File: config.mk
export PLATFORM = sky130hd
export DESIGN_NAME = muldiv_seq
export DESIGN_NICKNAME = d
export VERILOG_FILES = /design/src/rtl/muldiv_seq.sv
export SDC_FILE = /design/constraint.sdc
export NUM_CORES = 1
export LEC_CHECK = 0
export BUFFER_PORTS_ARGS = -buffer_cell sky130_fd_sc_hd__buf_2
export CORE_AREA = 2 2 193 195
export DETAILED_ROUTE_END_ITERATION = 8
export DIE_AREA = 0 0 195 197
export PLACE_DENSITY = 0.69
export SLEW_MARGIN = 20
export SYNTH_ARGS = -nofsm -noshare
export SYNTH_HDL_FRONTEND = slang
export SYNTH_SLANG_ARGS = --single-unit
export TNS_END_PERCENT = 100
File: constraint.sdc
create_clock -name clk -period 5.4 [get_ports clk]
set_input_delay 0.27 -clock clk [delete_from_list [all_inputs] [get_ports clk]]
set_output_delay 0.27 -clock clk [all_outputs]
set_load 0.1 [all_outputs]
File: src/rtl/muldiv_seq.sv
// Iterative HI/LO multiply/divide unit: radix-2 shift-add multiply and restoring
// divide, one bit per cycle, stalling the pipeline until HI/LO are committed.
module muldiv_seq #(
    parameter int WIDTH = 32
) (
    input  logic             clk,
    input  logic             reset,
    input  logic             startE,
    input  logic [1:0]       opE,
    input  logic [WIDTH-1:0] srcaE,
    input  logic [WIDTH-1:0] srcbE,
    input  logic             flushE,
    input  logic             wr_hiE,
    input  logic             wr_loE,
    input  logic [WIDTH-1:0] wdataE,
    output logic             stallMD,
    output logic             busy,
    output logic             done,
    output logic             divzero,
    output logic [WIDTH-1:0] hi,
    output logic [WIDTH-1:0] lo
);

    localparam int CW = (WIDTH > 1) ? $clog2(WIDTH) : 1;
    localparam logic [CW-1:0] LAST = CW'(WIDTH - 1);

    typedef enum logic [1:0] {S_IDLE, S_RUN, S_FIN} state_t;

    state_t             state_q, state_d;
    logic [CW-1:0]      count_q, count_d;
    logic [2*WIDTH:0]   acc_q, acc_d;
    logic [WIDTH-1:0]   opnd_q, opnd_d;
    logic [WIDTH-1:0]   srca_q, srca_d;
    logic               is_div_q, is_div_d;
    logic               neg_lo_q, neg_lo_d;
    logic               neg_hi_q, neg_hi_d;
    logic [WIDTH-1:0]   hi_q, hi_d;
    logic [WIDTH-1:0]   lo_q, lo_d;
    logic               done_q, done_d;
    logic               divzero_q, divzero_d;

    logic               is_signed;
    logic [WIDTH-1:0]   abs_a, abs_b;
    logic [WIDTH-1:0]   addend;
    logic [WIDTH:0]     mul_sum;
    logic [2*WIDTH:0]   mul_next;
    logic [WIDTH:0]     div_pr, div_diff, div_rem;
    logic               div_borrow;
    logic [2*WIDTH:0]   div_next;
    logic [2*WIDTH-1:0] prod_s;
    logic [WIDTH-1:0]   quo_s, rem_s;

    assign is_signed = ~opE[0];
    assign abs_a     = (is_signed && srcaE[WIDTH-1]) ? -srcaE : srcaE;
    assign abs_b     = (is_signed && srcbE[WIDTH-1]) ? -srcbE : srcbE;

    // Multiply: acc = {upper partial sum, remaining multiplier bits}, shifted right each step.
    assign addend   = acc_q[0] ? opnd_q : '0;
    assign mul_sum  = acc_q[2*WIDTH:WIDTH] + {1'b0, addend};
    assign mul_next = {1'b0, mul_sum, acc_q[WIDTH-1:1]};

    // Divide: acc = {partial remainder, dividend bits becoming quotient bits}.
    assign div_pr     = {acc_q[2*WIDTH-1:WIDTH], acc_q[WIDTH-1]};
    assign div_borrow = div_pr < {1'b0, opnd_q};
    assign div_diff   = div_pr - {1'b0, opnd_q};
    assign div_rem    = div_borrow ? div_pr : div_diff;
    assign div_next   = {div_rem, acc_q[WIDTH-2:0], ~div_borrow};

    assign prod_s = neg_lo_q ? -acc_q[2*WIDTH-1:0] : acc_q[2*WIDTH-1:0];
    assign quo_s  = neg_lo_q ? -acc_q[WIDTH-1:0] : acc_q[WIDTH-1:0];
    assign rem_s  = neg_hi_q ? -acc_q[2*WIDTH-1:WIDTH] : acc_q[2*WIDTH-1:WIDTH];

    always_comb begin
        state_d   = state_q;
        count_d   = count_q;
        acc_d     = acc_q;
        opnd_d    = opnd_q;
        srca_d    = srca_q;
        is_div_d  = is_div_q;
        neg_lo_d  = neg_lo_q;
        neg_hi_d  = neg_hi_q;
        hi_d      = hi_q;
        lo_d      = lo_q;
        done_d    = 1'b0;
        divzero_d = divzero_q;
        case (state_q)
            S_IDLE: begin
                if (startE && !flushE) begin
                    is_div_d  = opE[1];
                    srca_d    = srcaE;
                    neg_lo_d  = is_signed & (srcaE[WIDTH-1] ^ srcbE[WIDTH-1]);
                    neg_hi_d  = is_signed & srcaE[WIDTH-1];
                    opnd_d    = opE[1] ? abs_b : abs_a;
                    acc_d     = {{(WIDTH+1){1'b0}}, (opE[1] ? abs_a : abs_b)};
                    count_d   = '0;
                    divzero_d = 1'b0;
                    if (opE[1] && (srcbE == '0)) begin
                        divzero_d = 1'b1;
                        state_d   = S_FIN;
                    end else begin
                        state_d = S_RUN;
                    end
                end else begin
                    if (wr_hiE) hi_d = wdataE;
                    if (wr_loE) lo_d = wdataE;
                end
            end
            S_RUN: begin
                if (flushE) begin
                    state_d = S_IDLE;
                end else begin
                    acc_d   = is_div_q ? div_next : mul_next;
                    count_d = count_q + 1'b1;
                    if (count_q == LAST) state_d = S_FIN;
                end
            end
            S_FIN: begin
                state_d = S_IDLE;
                if (!flushE) begin
                    done_d = 1'b1;
                    if (is_div_q && divzero_q) begin
                        hi_d = srca_q;
                        lo_d = '1;
                    end else if (is_div_q) begin
                        hi_d = rem_s;
                        lo_d = quo_s;
                    end else begin
                        {hi_d, lo_d} = prod_s;
                    end
                end
            end
            default: state_d = S_IDLE;
        endcase
    end

    always_ff @(posedge clk or posedge reset) begin
        if (reset) begin
            state_q   <= S_IDLE;
            count_q   <= '0;
            acc_q     <= '0;
            opnd_q    <= '0;
            srca_q    <= '0;
            is_div_q  <= 1'b0;
            neg_lo_q  <= 1'b0;
            neg_hi_q  <= 1'b0;
            hi_q      <= '0;
            lo_q      <= '0;
            done_q    <= 1'b0;
            divzero_q <= 1'b0;
        end else begin
            state_q   <= state_d;
            count_q   <= count_d;
            acc_q     <= acc_d;
            opnd_q    <= opnd_d;
            srca_q    <= srca_d;
            is_div_q  <= is_div_d;
            neg_lo_q  <= neg_lo_d;
            neg_hi_q  <= neg_hi_d;
            hi_q      <= hi_d;
            lo_q      <= lo_d;
            done_q    <= done_d;
            divzero_q <= divzero_d;
        end
    end

    assign busy    = (state_q != S_IDLE);
    assign stallMD = (startE && (state_q == S_IDLE) && !flushE) || busy;
    assign done    = done_q;
    assign divzero = divzero_q;
    assign hi      = hi_q;
    assign lo      = lo_q;

endmodule

# Yosys cells after proc, flatten, opt, wreduce, memory -nomap -nowiden
# Index checks and enable logic that the tools add are counted.
[word_totals]
elab_cells = 91
out_inout_bits = 68
regBits = 205
input_bits = 104
[classes]
n_lt_le_gt_ge = 1
bitwise = 5
eq_ne = 10
muxes = 36
addsub = 8
reduce_logical = 19
[ops]
columns = ["op", "count"]
rows = [
  ["$mux 32", 17],
  ["$mux 65", 3],
  ["$pmux 65 s2", 1],
  ["$neg 32->32", 4],
  ["$pmux 32 s2", 2],
  ["$mux 64", 1],
  ["$neg 64->64", 1],
  ["$add 33x32->33", 1],
  ["$lt 33x32->1", 1],
  ["$mux 33", 1],
  ["$sub 33x32->33", 1],
  ["$logic_not 32->1", 1],
  ["$ne 2x2->1 const B", 6],
  ["$mux 5", 2],
  ["$pmux 5 s2", 1],
  ["$mux 2", 4],
  ["$reduce_and 4->1", 2],
  ["$logic_and 1x1->1", 7],
  ["$reduce_bool 2->1", 3],
  ["$add 5x1->5 const B", 1],
  ["$eq 5x5->1 const B", 1],
  ["$pmux 2 s2", 1],
  ["$reduce_and 2->1", 2],
  ["$mux 1", 3],
  ["other kinds (10)", 12],
]

# Logic depth before layout (Yosys ltp)
# Gate-level depths: netlist of the first run.
[logic_depth]
depth_word = 6
mapped_depth = 15
mapped_depth_nobuf = 14

# Worst setup path before layout of the first run
# OpenSTA, ideal clock, no wires.
[synth_path]
kind = "register -> register"
start = "reg acc_q[0]"
end = "reg acc_q[59]"
synth_period_minus_slack_ns = 3.402
n_path_buf = 1
t_required_ns = 5.279
stages_incl_launch_ff = 15
setup_ns = 0.121
arrival_time_ns = 3.281
slack_ns = 1.998
path_cell_list = "dfrtp_1 -> inv_1 -> clkbuf_1 -> nor2_1 -> ha_1 -> a21o_1 -> a21oi_1 -> a21boi_0 -> o311ai_1 -> a31oi_1 -> a41o_1 -> o41ai_1 -> xor2_1 -> mux2i_1 -> a22o_1"
[synth_via]
elab_chain_cells = 5
[synth_lines]
columns = ["item", "line", "rtl"]
rows = [
  ["from (decl)", "31", "logic [2*WIDTH:0] acc_q, acc_d;"],
  ["from (signal assigned)", "140", "acc_q <= '0;"],
  ["from (signal assigned)", "153", "acc_q <= acc_d;"],
  ["$mux 32", "58", "assign addend = acc_q[0] ? opnd_q : '0;"],
  ["$add 33x32->33", "59", "assign mul_sum = acc_q[2*WIDTH:WIDTH] + {1'b0, addend};"],
  ["$mux 65", "112", "acc_d = is_div_q ? div_next : mul_next;"],
  ["$mux 65", "109", "if (flushE) begin"],
  ["$pmux 65 s2", "86", "case (state_q)"],
]
# No other way between the ends. The select of a mux whose other input is x is not followed.
# A chain may end at the register's enable or synchronous reset.

# Worst setup path in the final report of the first run
[layout_path]
start = "reg acc_q[0]"
end = "reg acc_q[63]"
# The elaborated chain is that of the path after synthesis.

==> results of run 1 <==
==> metrics by stage <==
stage / std cells / cell area (um^2) / power (mW) / hold slack [ns] / utilization [%]
floorplan: 2063 / 16100 / 6.18 / 0.366 / -
global placement: 2604 / 17300 / 7.51 / 0.457 / 47.8
detailed placement: 2604 / 17300 / 7.54 / 0.463 / 47.8
CTS: 2669 / 18400 / 9.42 / 0.00141 / 50.8
global route: 2669 / 18400 / 10.0 / 0.0122 / 50.8
finish: 2669 / 18400 / 9.53 / 0.0101 / 50.8
==> cells in the final DEF, fill, tap and decap left out, drive strengths merged, types with 18 or more instances in the layout <==
| cell type | instances |
|---|---|
| ha | 70 |
| nor2b | 20 |
| clkbuf | 38 |
| a31oi | 34 |
| a21o | 43 |
| a21oi | 203 |
| o22ai | 35 |
| o21ai | 195 |
| nor2 | 212 |
| a211oi | 19 |
| inv | 59 |
| o211ai | 33 |
| dlygate4sd3 | 18 |
| xor2 | 77 |
| o31ai | 18 |
| nand2b | 22 |
| xnor2 | 96 |
| or3 | 28 |
| nand2 | 275 |
| buf | 197 |
| nor3 | 43 |
| dfrtp | 205 |
| mux2i | 49 |
==> Yosys cell counts (35+ instances only) <==
library cell / count
nand2_1: 275
nor2_1: 212
dfrtp_1: 205
a21oi_1: 202
o21ai_0: 188
clkbuf_1: 109
xnor2_1: 96
xor2_1: 77
ha_1: 70
inv_1: 60
mux2i_1: 49
a21o_1: 43
nor3_1: 43
o22ai_1: 35
==> path summary, 6_finish.rpt <==
path | slack (ns) | to | from | depth (start not counted)
max in group asynchronous | 3.76 | is_div_q | reset | 4
worst max-delay path | 1.14 | acc_q[63] | acc_q[0] | 13
min in group asynchronous | 0.42 | acc_q[60] | reset | 3
worst min-delay path | 0.01 | srca_q[23] | srcaE[23] | 3
worst max register to register | 1.14 | acc_q[63] | acc_q[0] | 13
worst min register to register | 0.48 | srca_q[29] | srca_q[29] | 2
==> cell families after synthesis <==
group           Yosys count
buf+inv                 185
xor+xnor                173
compound gates          669
flops                   205
simple gates            700
mux                      59
fa+ha+maj                72
==> power groups by stage <==
stage	clock [mW]	combinational (mW)	sequential, mW
3_5_place_dp	0	5.00	2.54
3_3_place_gp	0	4.99	2.52
5_1_grt	1.92	5.54	2.58
6_report	1.85	5.14	2.54
2_1_floorplan	0	3.26	2.91
4_1_cts	1.86	5.05	2.51
==> routing by layer <==
metal / vias to the layer above / part of all wire [%]
li1: 7617 / -
met3: 146 / 9.8
met5: - / 0
met2: 909 / 44
met1: 7947 / 43
met4: 0 / 3.9
==> final cells by class <==
type                    count  area share [%]
multi-input cells        1673            56.0
clock inverters             9           0.748
clock buffers              38            4.16
well taps                 468            3.18
flip-flops and latches    205            27.9
repair buffers            215            6.76
inverters                  61            1.26
==> state kept, by name (all words and copies together) (netlist names), 2 cells and up <==
| register | count |
|---|---|
| acc_q | 65 |
| srca_q | 32 |
| opnd_q | 32 |
| lo | 32 |
| hi | 32 |
| state_q | 2 |
| count_q | 5 |
==> critical path, stage by stage, from the launching register on <==
cell,delay [ns]
dfrtp_1,0.44
inv_1,0.41
nor2_1,0.11
ha_1,0.35
a21o_1,0.18
a21oi_1,0.28
a21boi_0,0.19
o311ai_1,0.65
a31oi_1,0.29
a41o_1,0.34
o41ai_1,0.43
o21ai_0,0.22
xnor2_1,0.15
o21ai_0,0.13
==> metrics list, run 1 <==
- For this run, the post-layout net count is 2,358.
* Initial DRC Count: 2,042
* Wire length of the first global-routing pass: 91,600 um
* Num CTS Buffers: 26
- Count of flip-flops with a built-in enable after synthesis: 0
- For this design, the CTS-stage hold fixing added 18 buffers.
- The number of antenna diodes in the final layout is 0.
- TritonCTS built the clock tree.
* Most used routing layer: met2
* Yosys reg bits: 205
* Overall die height: 197 um
* IO Count: 172
* Maximum number of pins on one net before global-route repair: 129
- Xor and xnor fraction of the mapped netlist area: 9.41%
- Data on the critical path arrives at its endpoint at 4.74 ns.
* Measured slew at the worst slew-check pin: 1.03 ns
* Standard-cell row count: 70
* Fraction of met3 tracks used by global routing: 4.71%
* Worst-case vdd ir drop: 0.254 mV
* Count of instances resized after the clock tree is built: 0
- Number of global-route vias before repair: 15.2k
- Met2 usage in global routing: 47.3%
- Hold WC Path Type: input pin to flop
* Minimum clock period after layout: 4.26 ns
- Vias post-DR: 16.6k
- For this run, design rule violations remaining after detail routing come to 0.
- Portion of total power attributed to sequential cells: 26.6%
- Storage cell area: 5130 um^2
- In this run the number of H-tree levels came out at 1.
* Run status: completed
* Later-pin clock latency in the skew report: 0.56 ns
- The synthesized netlist occupies a cell area of 16,100 um^2.
- Largest cells by area after synthesis: dfrtp_1 (32%), nand2_1 (6.4%), a21oi_1 (6.3%)
- Largest clock skew in the final design: 0.0174 ns
- Static power due to leakage: 8.31 nW
- Worst max-slew margin expressed relative to the limit: 31.4%
* Kind of critical path: flop to flop
- Area grow syn2layout: 14.3%
* Setup repair after global routing missed its margin: no
* Worst-path maximum fanout: 14
- Via density: 6.23
* Cell type contributing the most total cell area after synthesis: dfrtp_1
* Placeable core area: 36,300 um^2
* Pre-Repair DR Iteration Count: 5
- CTS Buffer Depth: 3
- STA puts the critical path data required time at 5.87 ns.
- Total gr overflow: 0
- The die covers 38,400 um^2.
* Startpoint Class: flop
- Timing analysis after detailed placement gives a worst setup slack of 1.26 ns.
- In the global route stage, overall resource usage came out at 30.7%.
- Yosys printed 0 warnings.
- Setup violations remaining at the end of the flow were counted as 0.
- Area of the multi-input gates: 10,300 um^2
- Final Hold Vio Count: 0
- The routed design has 60,700 um of wire.
- In the synthesized netlist, mux cells make up 3.74% of the area.
- Max Slew Vio Count: 0
* Total number of clock tree sinks: 205
- Of the total synthesized cell area, the portion taken by AND, OR, NAND and NOR gates is 19.7%.
- Compound-cell area share of the yosys netlist: 25.2%
- Final Cycle Share: 79.0%
* Die extent in x: 195 um
- The initial antenna violation count came to 1.
- Fill cells: 3,563
- The share of the Yosys chip area taken by registers is 31.8%.
- Synthesis handed over a netlist of 2,063 instances.
* Summed negative setup slack over all endpoints: 0 ns
- Mean Syn Cell Area: 7.81 um^2
- Synthesis produced a netlist with a net count of 2,239.
* Number of different library cells in the post-synthesis netlist: 77
- Dividing the detail-routed wire length by the instance count gives 22.7 um.
* Fraction of post-synthesis cell area in the top cell type by area: 31.8%
- Top_reg_cell synth: dfrtp_1
- Clock share of power: 19.4%
- Derived from the worst setup path, the maximum achievable clock frequency is 234 MHz.
- The internal portion of the total power is 4.85 mW.
- In this run switching power makes up 49.2% of total power.
- The tool flagged a number of max-cap violations equal to 0.
- Of the total synthesized cell area, the portion taken by full adders, half adders and majority gates is 5.68%.
* Ys async rst share: 100%
* Main combinational cell family by area after synthesis: compound AO/OA/AOI/OAI gates
- Clock-pin slew of the registers on the worst-case setup and hold paths: 0.06 ns
* Starting utilization of the core area: 44.4%
- Routed Antenna Nets: 0
* Combinational share of power: 54.0%
- The worst setup path is captured at a flop.
- Number of buffers inserted by post-CTS setup repair: 0
- Clock tree synthesis selected as its root buffer the cell clkbuf_16.
* Worst-case setup margin in the final layout: 1.14 ns
* Fraction of final layout cells sized beyond drive strength 1: 12.6%
* Port bufs: 171
* Placer congestion estimate: 0.993
- Switching power of the nets: 4.68 mW
- Power density over the cells: 518 nW/um^2
- M1 GR Usage: 44.0%
- Placed wire-length estimate after detailed placement: 45,200 um
(Power assumes the default switching activity.)
==> run 2: changes to the inputs <==
PLACE_DENSITY = 0.67   (was 0.69)
clock period = 4.05 ns   (was 5.4 ns; I/O delays follow)
==> metrics list, run 2 (synthesis results as in run 1) <==
- The register with the most flip-flops in the layout has 65 of them.
* Final non-filler cell area: 18,800 um^2
- The post-route netlist has 13.6% of its cells at a drive strength greater than 1.
- Among the stages of the critical path, the cell type that occurs most often is inv_1.
* Area of the die: 38,400 um^2
- Entering global routing, the biggest net connects 99 pins.
- For the pin with the worst max-slew slack, the measured transition is 0.906 ns.
- Met3 wire len: 5960 um
- Dividing the detail-routed via count by the number of cells gives 6.13.
- STA puts the critical path data required time at 4.50 ns.
- TritonCTS built the clock tree.
- The number of antenna diodes in the final layout is 0.
* GRT Overall Usage: 31.9%
- Run status: completed
* Top layer reached by signal wires: met5
- Counting the buffers created by CTS gives 25.
* Final Hold Vio Count: 0
- Power density over the cells: 686 nW/um^2
- The number of pins exceeding their max-slew limit in the final report is 0.
- Slowest library cell on the worst path: dfrtp_1
- The detailed router put a total of 26,900 um of wire on met1.
* Total number of clock tree sinks: 205
- Worst max-slew margin expressed relative to the limit: 39.5%
- Commonest cells after routing, fill and taps aside: nand2_1 (274), nor2_1 (209), dfrtp_1 (204), a21oi_1 (202), o21ai_0 (187)
- Vias post-DR: 16.6k
- Total gr overflow: 0
- The worst setup path is captured at a flop.
* Routed Antenna Nets: 0
- The tree is rooted in a clkbuf_16.
- Reg with most FFs: acc_q
- Fill cells in the final layout number 3,507.
- For the worst flop-to-flop path, the logic depth is 14.
- Ordered list of cells on the worst path: inv_1, ha_1, inv_1, fa_1, a211oi_1, o21ai_1, nand4_1, a21boi_0, o2111ai_2, a31oi_1, a221oi_1, nand2_1, mux2_2, o21ai_0
- Worst Hold Path Cells: 3
- Initial DRC Count: 1,841
- After routing, the total negative slack on setup checks comes to 0 ns.
- Starting utilization of the core area: 44.4%
* Number of buffers inserted by post-CTS setup repair: 0
- Slowest stage delay, CP: 0.45 ns
* Hold WC Path Type: input pin to flop
- Setup violations remaining at the end of the flow were counted as 0.
- In this run the worst path has a maximum fanout of 5.
* Pre-Repair DR Iteration Count: 8
* Critical path launch point: acc_q[31]
* Highest attainable clock frequency: 266 MHz
- At the end of routability-driven placement, the weighted congestion stood at 0.986.
* Mean routed wirelength per cell: 23.0 um
- CTS built an H-tree with a depth of 1.
* Most frequent standard cell in the layout excluding fill and tap cells: nand2_1
* Net count, final: 2,400
- Static power due to leakage: 8.50 nW
- Placed wire-length estimate after detailed placement: 47,300 um
- Setup slack closes at 0.293 ns.
- Port bufs: 171
- The final layout contains routed wiring with a total length of 62,200 um.
* Clock-pin slew of the registers on the worst-case setup and hold paths: 0.06 ns
- The floorplan has 70 rows.
- Later-pin clock latency in the skew report: 0.54 ns
* Data arrival time of the worst path: 4.21 ns
* Number of max-cap violations: 0
* Setup repair after global routing missed its margin: no
- The floorplan step set the die height to 197 um.
- Kind of critical path: flop to flop
* Worst slack after detailed placement: 0.206 ns
- 172 I/O pins were placed.
- In this run the cell area measured after placement is 17,600 um^2.
- The worst setup path is launched from a flop.
* Crit Reg-Reg Startpoint: acc_q[31]
* Number of global-route vias before repair: 15.4k
* DR DRC count: 0
- Placeable core area: 36,300 um^2
- Terminus of the critical flop-to-flop path: acc_q[64]
- Total power for the finished layout comes to 12.9 mW.
- The worst hold path terminates at lo[16].
* R2R setup slack: 0.29 ns
- Summed over all nets, wire length on met2 after detailed routing comes to 27,100 um.
- Largest clock skew in the final design: 0.0198 ns
- For the finished layout, the period the worst path requires is 3.76 ns.
- CTS Buffer Depth: 3
- The worst hold path begins at wdataE[16].
* Worst-case vdd ir drop: 0.356 mV
- Compared with the post-synthesis result, the final layout area differs by 16.6%.
- The die is 195 um wide.
- Wire length of the first global-routing pass: 94,600 um
- The final critical path takes up 92.8% of the cycle.
- Antenna violations before repair: 1
==> run 2: cell count changes in the layout (fill, tap and decap cells not counted), sizes merged <==
| cell | change |
|---|---|
| buf | +27 |
| clkinvlp | +1 |
| clkinv | -2 |
| dlygate4sd3 | +16 |
| inv | +1 |
| clkbuf | -3 |
| bufinv | +1 |
==> run 2: layout make-up <==
cell class | count | area, um^2 | area share, %
Clock buffer | 35 | 703 | 3.74
Sequential cell | 205 | 5130 | 27.3
Multi-Input combinational cell | 1673 | 10300 | 55.0
Timing Repair Buffer | 258 | 1630 | 8.69
Tap cell | 468 | 586 | 3.12
Clock inverter | 10 | 159 | 0.846
Inverter | 61 | 233 | 1.24
==> run 2: metrics by stage <==
stage	util, %	hold slack [ns]	instances
after floorplan	-	0.298	2063
after global placement	48.4	0.441	2631
after detailed placement	48.4	0.449	2631
after CTS	51.7	0.000660	2710
after global routing	51.8	0.0260	2710
final	51.8	0.00917	2710
==> run 2: worst max-delay path: cells and delay by family, from the launching register on <==
| kind | cells | cell delay [ns] |
|---|---|---|
| buffers and inverters | 2 | 0.20 |
| AND/OR/NAND/NOR | 2 | 0.32 |
| AO/OA/AOI/OAI | 7 | 1.82 |
| flip-flops | 1 | 0.45 |
| adder cells (fa/ha/maj) | 2 | 0.62 |
| multiplexers | 1 | 0.26 |
==> run 2: how the worst max path moves through the flow <==
stage,endpoint,slack (ns),cells after the start
after floorplan,acc_q[59],0.65,14
after CTS,acc_q[64],0.18,14
final,acc_q[64],0.29,14
after global placement,acc_q[64],0.24,14
after detailed placement,acc_q[64],0.21,14
after global routing,acc_q[64],0.03,14
==> run 2: metal layers <==
layer,vias to the layer above,GRT usage [%]
met2,842,49.6
met1,7956,46.0
met5,-,0
met4,2,9.95
met3,131,4.24
li1,7674,-
==> run 2: what timing repair did <==
action,CTS,global route
endpoints found under the setup margin,0,4
hold buffers,34,0
endpoints found under the hold margin,64,0
resized for setup,0,5
==> run 2: report_power, final <==
part | internal [mW] | switching (mW) | leakage (nW)
logic | 2.60 | 4.68 | 5.57
registers | 2.54 | 0.683 | 2.52
clock network | 1.46 | 0.936 | 0.417
